===== config.mk =====
export PLATFORM = sky130hd
export DESIGN_NAME = store_buffer
export DESIGN_NICKNAME = d
export VERILOG_FILES = /design/src/rtl/store_buffer.sv
export SDC_FILE = /design/constraint.sdc
export NUM_CORES = 1
export LEC_CHECK = 0
export CORE_AREA = 2 2 237 146
export DETAILED_ROUTE_END_ITERATION = 12
export DIE_AREA = 0 0 239 148
export GPL_ROUTABILITY_DRIVEN = 0
export PLACE_DENSITY = 0.64
export SYNTH_ARGS = -nofsm -noshare
export SYNTH_HDL_FRONTEND = slang
export SYNTH_SLANG_ARGS = --single-unit

===== constraint.sdc =====
create_clock -name clk -period 2.9 [get_ports clk]
set_input_delay 0.435 -clock clk [delete_from_list [all_inputs] [get_ports clk]]
set_output_delay 0.435 -clock clk [all_outputs]
set_load 0.005 [all_outputs]

===== src/rtl/store_buffer.sv =====
// store_buffer: posted-write FIFO between the core data port and data memory.
// Stores are captured in the same cycle they are issued. They drain in order
// over a valid/ready handshake.
// Optional feature macro: STORE_BUF_FWD_EN. When it is defined, loads are
// forwarded from the youngest matching buffered store. When it is not defined,
// a load stalls until the buffer is empty.
module store_buffer #(
  parameter int DEPTH = 4
) (
  input  logic                       clk,
  input  logic                       rst,
  input  logic                       MemWrite,
  input  logic [31:0]                ALUResult,
  input  logic [31:0]                WriteData,
  input  logic                       ld_req,
  output logic                       stall,
  output logic                       mem_valid,
  output logic [31:0]                mem_addr,
  output logic [31:0]                mem_wdata,
  input  logic                       mem_ready,
  output logic [$clog2(DEPTH):0]     count,
  output logic                       empty,
  output logic                       fwd_hit,
  output logic [31:0]                fwd_data
);

  localparam int PW = $clog2(DEPTH);
  localparam int CW = PW + 1;

  logic [31:0]   addr_mem_r [DEPTH];
  logic [31:0]   data_mem_r [DEPTH];
  logic [PW-1:0] head_r;
  logic [PW-1:0] tail_r;
  logic [CW-1:0] count_r;

  logic          full_s;
  logic          empty_s;
  logic          stall_s;
  logic          push_s;
  logic          pop_s;

  assign full_s  = (count_r == CW'(DEPTH));
  assign empty_s = (count_r == {CW{1'b0}});

  // Accept a store only when it is not stalled.
  // Retire the head entry whenever memory takes it.
  assign push_s  = MemWrite && !stall_s;
  assign pop_s   = !empty_s && mem_ready;

  // Stall decision.
  // A store stalls only on a full buffer. A full buffer never passes a store
  // through, even when the head retires in the same cycle.
  // A load issued together with a store is ignored.
  // Without forwarding, a load waits for the buffer to drain.
  always_comb begin
    stall_s = 1'b0;
    if (MemWrite) begin
      stall_s = full_s;
    end else begin
`ifdef STORE_BUF_FWD_EN
      stall_s = 1'b0;
`else
      stall_s = ld_req && !empty_s;
`endif
    end
  end

  // Head and tail pointers. They wrap naturally because DEPTH is a power of two.
  always_ff @(posedge clk or negedge rst) begin
    if (!rst) begin
      head_r <= {PW{1'b0}};
      tail_r <= {PW{1'b0}};
    end else begin
      if (push_s) begin
        tail_r <= tail_r + {{(PW-1){1'b0}}, 1'b1};
      end
      if (pop_s) begin
        head_r <= head_r + {{(PW-1){1'b0}}, 1'b1};
      end
    end
  end

  // Occupancy counter. A simultaneous push and pop leaves the count unchanged.
  always_ff @(posedge clk or negedge rst) begin
    if (!rst) begin
      count_r <= {CW{1'b0}};
    end else begin
      case ({push_s, pop_s})
        2'b10:   count_r <= count_r + {{(CW-1){1'b0}}, 1'b1};
        2'b01:   count_r <= count_r - {{(CW-1){1'b0}}, 1'b1};
        default: count_r <= count_r;
      endcase
    end
  end

  // Entry storage.
  // Reset clears it so the memory-side outputs read zero after reset.
  // The address is kept verbatim, including its byte offset.
  always_ff @(posedge clk or negedge rst) begin
    if (!rst) begin
      for (int i = 0; i < DEPTH; i++) begin
        addr_mem_r[i] <= 32'd0;
        data_mem_r[i] <= 32'd0;
      end
    end else begin
      if (push_s) begin
        addr_mem_r[tail_r] <= ALUResult;
        data_mem_r[tail_r] <= WriteData;
      end
    end
  end

  // The memory side is driven only from the count and the storage registers.
  // There is no path from the core inputs.
  assign mem_valid = !empty_s;
  assign mem_addr  = addr_mem_r[head_r];
  assign mem_wdata = data_mem_r[head_r];
  assign count     = count_r;
  assign empty     = empty_s;
  assign stall     = stall_s;

`ifdef STORE_BUF_FWD_EN
  logic          fwd_hit_s;
  logic [31:0]   fwd_data_s;
  logic [PW-1:0] idx_s;

  // Whole-word match search, walking from the oldest entry to the youngest.
  // A later match overwrites an earlier one, so the youngest matching store wins.
  always_comb begin
    fwd_hit_s  = 1'b0;
    fwd_data_s = 32'd0;
    idx_s      = head_r;
    for (int i = 0; i < DEPTH; i++) begin
      idx_s = head_r + PW'(i);
      if ((CW'(i) < count_r) &&
          (addr_mem_r[idx_s][31:2] == ALUResult[31:2])) begin
        fwd_hit_s  = 1'b1;
        fwd_data_s = data_mem_r[idx_s];
      end else begin
        fwd_hit_s  = fwd_hit_s;
        fwd_data_s = fwd_data_s;
      end
    end
    if (!(ld_req && !MemWrite)) begin
      fwd_hit_s  = 1'b0;
      fwd_data_s = 32'd0;
    end else begin
      fwd_hit_s  = fwd_hit_s;
      fwd_data_s = fwd_data_s;
    end
  end

  assign fwd_hit  = fwd_hit_s;
  assign fwd_data = fwd_data_s;
`else
  assign fwd_hit  = 1'b0;
  assign fwd_data = 32'd0;
`endif

endmodule


# Yosys cells after proc, flatten, opt, wreduce, memory -nomap -nowiden

Index checks and enable logic that the tools add are counted.

Add/subtract/negate cells: 4
Order comparisons: 3
Equal/unequal tests: 3
Multiplexer cells: 12
Bitwise logic cells: 2
Reduce and logical (&&, ||, !) cells: 8

Operators with widths:

| kind                | number |
|---|---|
| $bwmux 128          | 2 |
| $mux 32             | 5 |
| $bmux 32 s2         | 2 |
| $demux 32 s2        | 1 |
| $ge 3x3->1 const B  | 2 |
| $not 2->3           | 2 |
| $pmux 3 s2          | 1 |
| $add 2x1->2 const B | 2 |
| $logic_and 1x1->1   | 4 |
| $add 3x1->3 const B | 1 |
| $eq 3x3->1 const B  | 1 |
| $logic_not 3->1     | 1 |
| $lt 3x1->1 const B  | 1 |
| $sub 3x1->3 const B | 1 |
| $eq 2x1->1 const B  | 1 |
| $eq 2x2->1 const B  | 1 |
| $logic_not 1->1     | 2 |
| $reduce_bool 2->1   | 1 |
| $mux 1              | 1 |

Register bits after elaboration: 263
Input port bits: 69
Output and inout bits: 103
Logic and storage cells: 43

# Depth between registers and ports, before layout

Depth in word-level cells: 8
Depth in mapped cells: 8
Mapped depth without buffers: 8

# Worst setup path after synthesis

OpenSTA, ideal clock, no wires.

Path type: register to register
Start point: register count_r[0], in the netlist count[0]
End point: register count_r[2], in the netlist count[2]
Library setup time: 0.079 ns
Data arrival time: 1.974 ns
Data required time: 2.821 ns
Slack: 0.847 ns
Stages on the path, launching flop included: 9
Buffers on the path: 0
Clock period less this slack: 2.053 ns
Cells stage by stage: dfrtp_1 -> nor3b_2 -> nand2b_1 -> ha_1 -> inv_1 -> fa_1 -> xor2_1 -> nor2_1 -> xor2_1

Cells in the longest elaborated chain, start to end: 8
Elaborated cells between the ends (all ways): 14
Classes of those cells: 2 x add/sub; 3 x eq/ne; 2 x mux; 7 x reduce/logical

RTL lines:

| element                                                | line   | RTL |
|---|---|---|
| start, declared                                        | 34     | `logic [CW-1:0] count_r;` |
| start signal, assigned                                 | 86     | `count_r <= {CW{1'b0}};` |
| start signal, assigned                                 | 89     | `2'b10: count_r <= count_r + {{(CW-1){1'b0}}, 1'b1};` |
| start signal, assigned                                 | 90     | `2'b01: count_r <= count_r - {{(CW-1){1'b0}}, 1'b1};` |
| $logic_not 3->1                                        | 43     | `assign empty_s = (count_r == {CW{1'b0}});` |
| $logic_not 1->1                                        | 48, 63 |  |
| $logic_and 1x1->1                                      | 63     | `stall_s = ld_req && !empty_s;` |
| $mux 1                                                 | 57     | `if (MemWrite) begin` |
| $logic_not 1->1                                        | 47     | `assign push_s = MemWrite && !stall_s;` |
| $logic_and 1x1->1                                      | 47     |  |
| $eq 2x1->1 / $eq 2x2->1 (equally long branches)        | 88     | `case ({push_s, pop_s})` |
| $pmux 3 s2 / $reduce_bool 2->1 (equally long branches) | -      |  |

Several ways; a longest one is shown, not always the timed one.
A chain may end at the register's enable or synchronous reset.

# Worst setup path after layout

Start point: register head_r[0]
End point: output mem_wdata[2]

Cells in the longest elaborated chain, start to end: 4

RTL lines:

| element                                    | line | RTL |
|---|---|---|
| start, declared                            | 32   | `logic [PW-1:0] head_r;` |
| start signal, assigned                     | 71   | `head_r <= {PW{1'b0}};` |
| start signal, assigned                     | 78   | `head_r <= head_r + {{(PW-1){1'b0}}, 1'b1};` |
| $not 2->3 (not written as such)            | 117  | `assign mem_wdata = data_mem_r[head_r];` |
| $bmux 32 s2                                | 117  |  |
| $mux 32 (not written as such) (2 in a row) | 117  |  |
| end, declared                              | 19   | `output logic [31:0] mem_wdata,` |

No other way between the ends. The select of a mux whose other input is x is not followed.

==> out/summary.txt <==
most common cell after layout, fill and taps aside: dfrtp_1
FF-to-FF path depth: 9
CP Capture Type: output port
ANT cells: 0
yosys warns: 0
GRT met3 Usage: 3.529%
Post-DP Area: 13470 um2
Avg Inst Size Synth: 17.07 um2
Synth top area share: 55.71%
detailed placement HPWL: 14650 um
overall global routing resource usage: 14.28%
post-synthesis xor/xnor area fraction: 0.4449%
critical path's slowest cell: mux4_2
Netlist cell types: 25
Power Density: 1240 nW/um2
CTS tree: built
VDD IR max: 0.0004591 V
simple-gate share of the synthesized area: 0.7097%
post-route cell area: 14450 um2
initial antenna violation count: 0
Synth Area in Compound Gates: 0.08474%
CTS max path bufs: 3
area of the mapped netlist: 11810 um2
Hold WC Path Type: input port to async pin
die footprint: 35370 um2
Post-Synthesis Cells: 692
start-to-end type of the worst setup path: register to output port
clk root buf: clkbuf_16
fmax: 360.4 MHz
drc violations: 0
worst skew pair latency: 0.53 ns
leakage: 5.882 nW
status: completed
vias post-DR: 6270
initial detailed-routing violation count: 182
final wirelength: 24560 um
largest net degree at the start of global routing: 84
commonest non-fill, non-tap cells in the layout: 261 x dfrtp_1, 257 x mux2_2, 135 x clkdlybuf4s50_1
top post-synthesis cells by area: dfrtp_1 56%, mux2_2 24%, mux4_2 12%
Area Overhead vs Synth: 22.34%
CP Buf/Inv Count: 2
filler cell count: 2967
maxcap violations: 0
die width: 239 um
Max stage delay on crit path: 0.54 ns
Crit Path Max Fanout: 33
RSZ-0062 raised after global routing: false
final period utilization: 95.67%
Detail Route Antenna Nets: 0
vias in the first global route: 6789
worst r2r src: count[1]
Starting Density: 35.60%
# H-tree levels: 1
GRT Max-Usage Layer: met2
final setup TNS: 0 ns
clk_skew: 0.007464 ns
critical path arrival: 2.34 ns
Rows: 52
share of layout cells above drive strength 1: 45.09%
largest family of logic cells by synthesized area: multiplexers
clk sinks: 263
Tmin final: 2.775 ns
met1 Use GR: 20.92%
post-synthesis adder-cell area fraction: 0.6991%
Req. time, crit path: 2.47 ns
first-pass GRT wire length: 39940 um
mean routed wirelength per cell: 19.07 um
Synth area leader: dfrtp_1
die height: 148 um
flops & latches, synth: 263
sequence of cells on the critical path: buf_12, mux4_2, clkdlybuf4s50_1
global route overflow: 0
r2r setup slk: 0.73 ns
R2R Path End: count[2]
Worst-path clk slew: 0.06 ns
number of port buffers: 138
DR vias/cell: 4.868
# nets final: 911
drt first pass iters: 4
setup violators final: 0
GR Util met2: 21.66%
Final Slew Violations: 0
IO Count: 172
Core Area: 33180 um2
post-synthesis mux area share: 36.79%
post-synthesis sequential area ratio: 55.71%
Worst setup SP type: register
delay-heaviest family, CP: buffers and inverters
CTS buffer count: 27
Final Hold Fails: 0
## cell families after synthesis
family,count (synthesis)
AO/OA/AOI/OAI,2
adder cells (fa/ha/maj),6
XOR/XNOR,6
other,1
multiplexers,322
buffers and inverters,77
AND/OR/NAND/NOR,15
flip-flops,263
## worst max-delay path by stage
stage	from	end	slack (ns)	cells after the start
floorplan	count[0]	count[2]	0.85	8
global placement	MemWrite	count[2]	0.63	8
detailed placement	MemWrite	count[2]	0.60	8
CTS	head_r[1]	mem_wdata[2]	0.05	3
global route	head_r[0]	mem_addr[13]	0.003	3
finish	head_r[0]	mem_wdata[2]	0.13	3
## power breakdown
part           total, W  switching [W]  internal (W)
Sequential      0.00655       0.000968       0.00558
Combinational   0.00770        0.00261       0.00509
Clock           0.00367        0.00144       0.00223
## synth_stat cells
cell      count
dfrtp_1     263
mux4_2       64
buf_2         8
clkbuf_1      4
nor2_2        4
clkbuf_8     20
xnor2_1       3
and2_1        1
or3_1         1
nor2_1        2
o21ai_0       2
nor3b_2       1
conb_1        1
buf_1         2
xor2_1        3
buf_4        33
nand2_1       4
mux2i_1       1
inv_1         6
buf_6         4
ha_1          5
mux2_2      257
nand2b_1      1
nand3_1       1
fa_1          1
## routing by layer
metal / vias up / wire length (um)
li1: 2788 / -
met1: 3354 / 11970
met2: 100 / 10920
met3: 28 / 1266
met4: 0 / 399
met5: - / 0
## what timing repair did
action                                  CTS  global route
hold endpoints to repair                 34             0
resized for setup                         0             3
hold buffers                              1             0
setup buffers                             0             1
endpoints found under the setup margin    0             4
## final cells by class
class	instances	area, um2	share of cell area, %
Timing Repair Buffer	154	1638	11.33
Multi-Input combinational cell	384	4718	32.65
Sequential cell	263	6589	45.59
Tap cell	432	540.5	3.740
Clock inverter	5	103.9	0.7186
Clock buffer	44	839.6	5.810
Inverter	6	22.52	0.1558
## sequential cells by signal, indices dropped and copies added, names as in the netlist
register    flops
tail_r          2
head_r          2
data_mem_r    128
count           3
addr_mem_r    128
## per-stage QoR
stage / util (%) / hold slack (ns) / worst slack (ns) / total power, W / instances
2_1_floorplan: - / 0.1394 / 0.8470 / 0.01121 / 724
3_3_place_gp: 40.61 / 0.3554 / 0.6261 / 0.01426 / 1237
3_5_place_dp: 40.61 / 0.3592 / 0.6004 / 0.01442 / 1237
4_1_cts: 43.48 / 0.3763 / 0.05176 / 0.01820 / 1287
5_1_grt: 43.55 / 0.4019 / 0.003410 / 0.01909 / 1288
6_report: 43.55 / 0.3881 / 0.1255 / 0.01792 / 1288
Note: power is estimated with default switching activity, not from simulation.
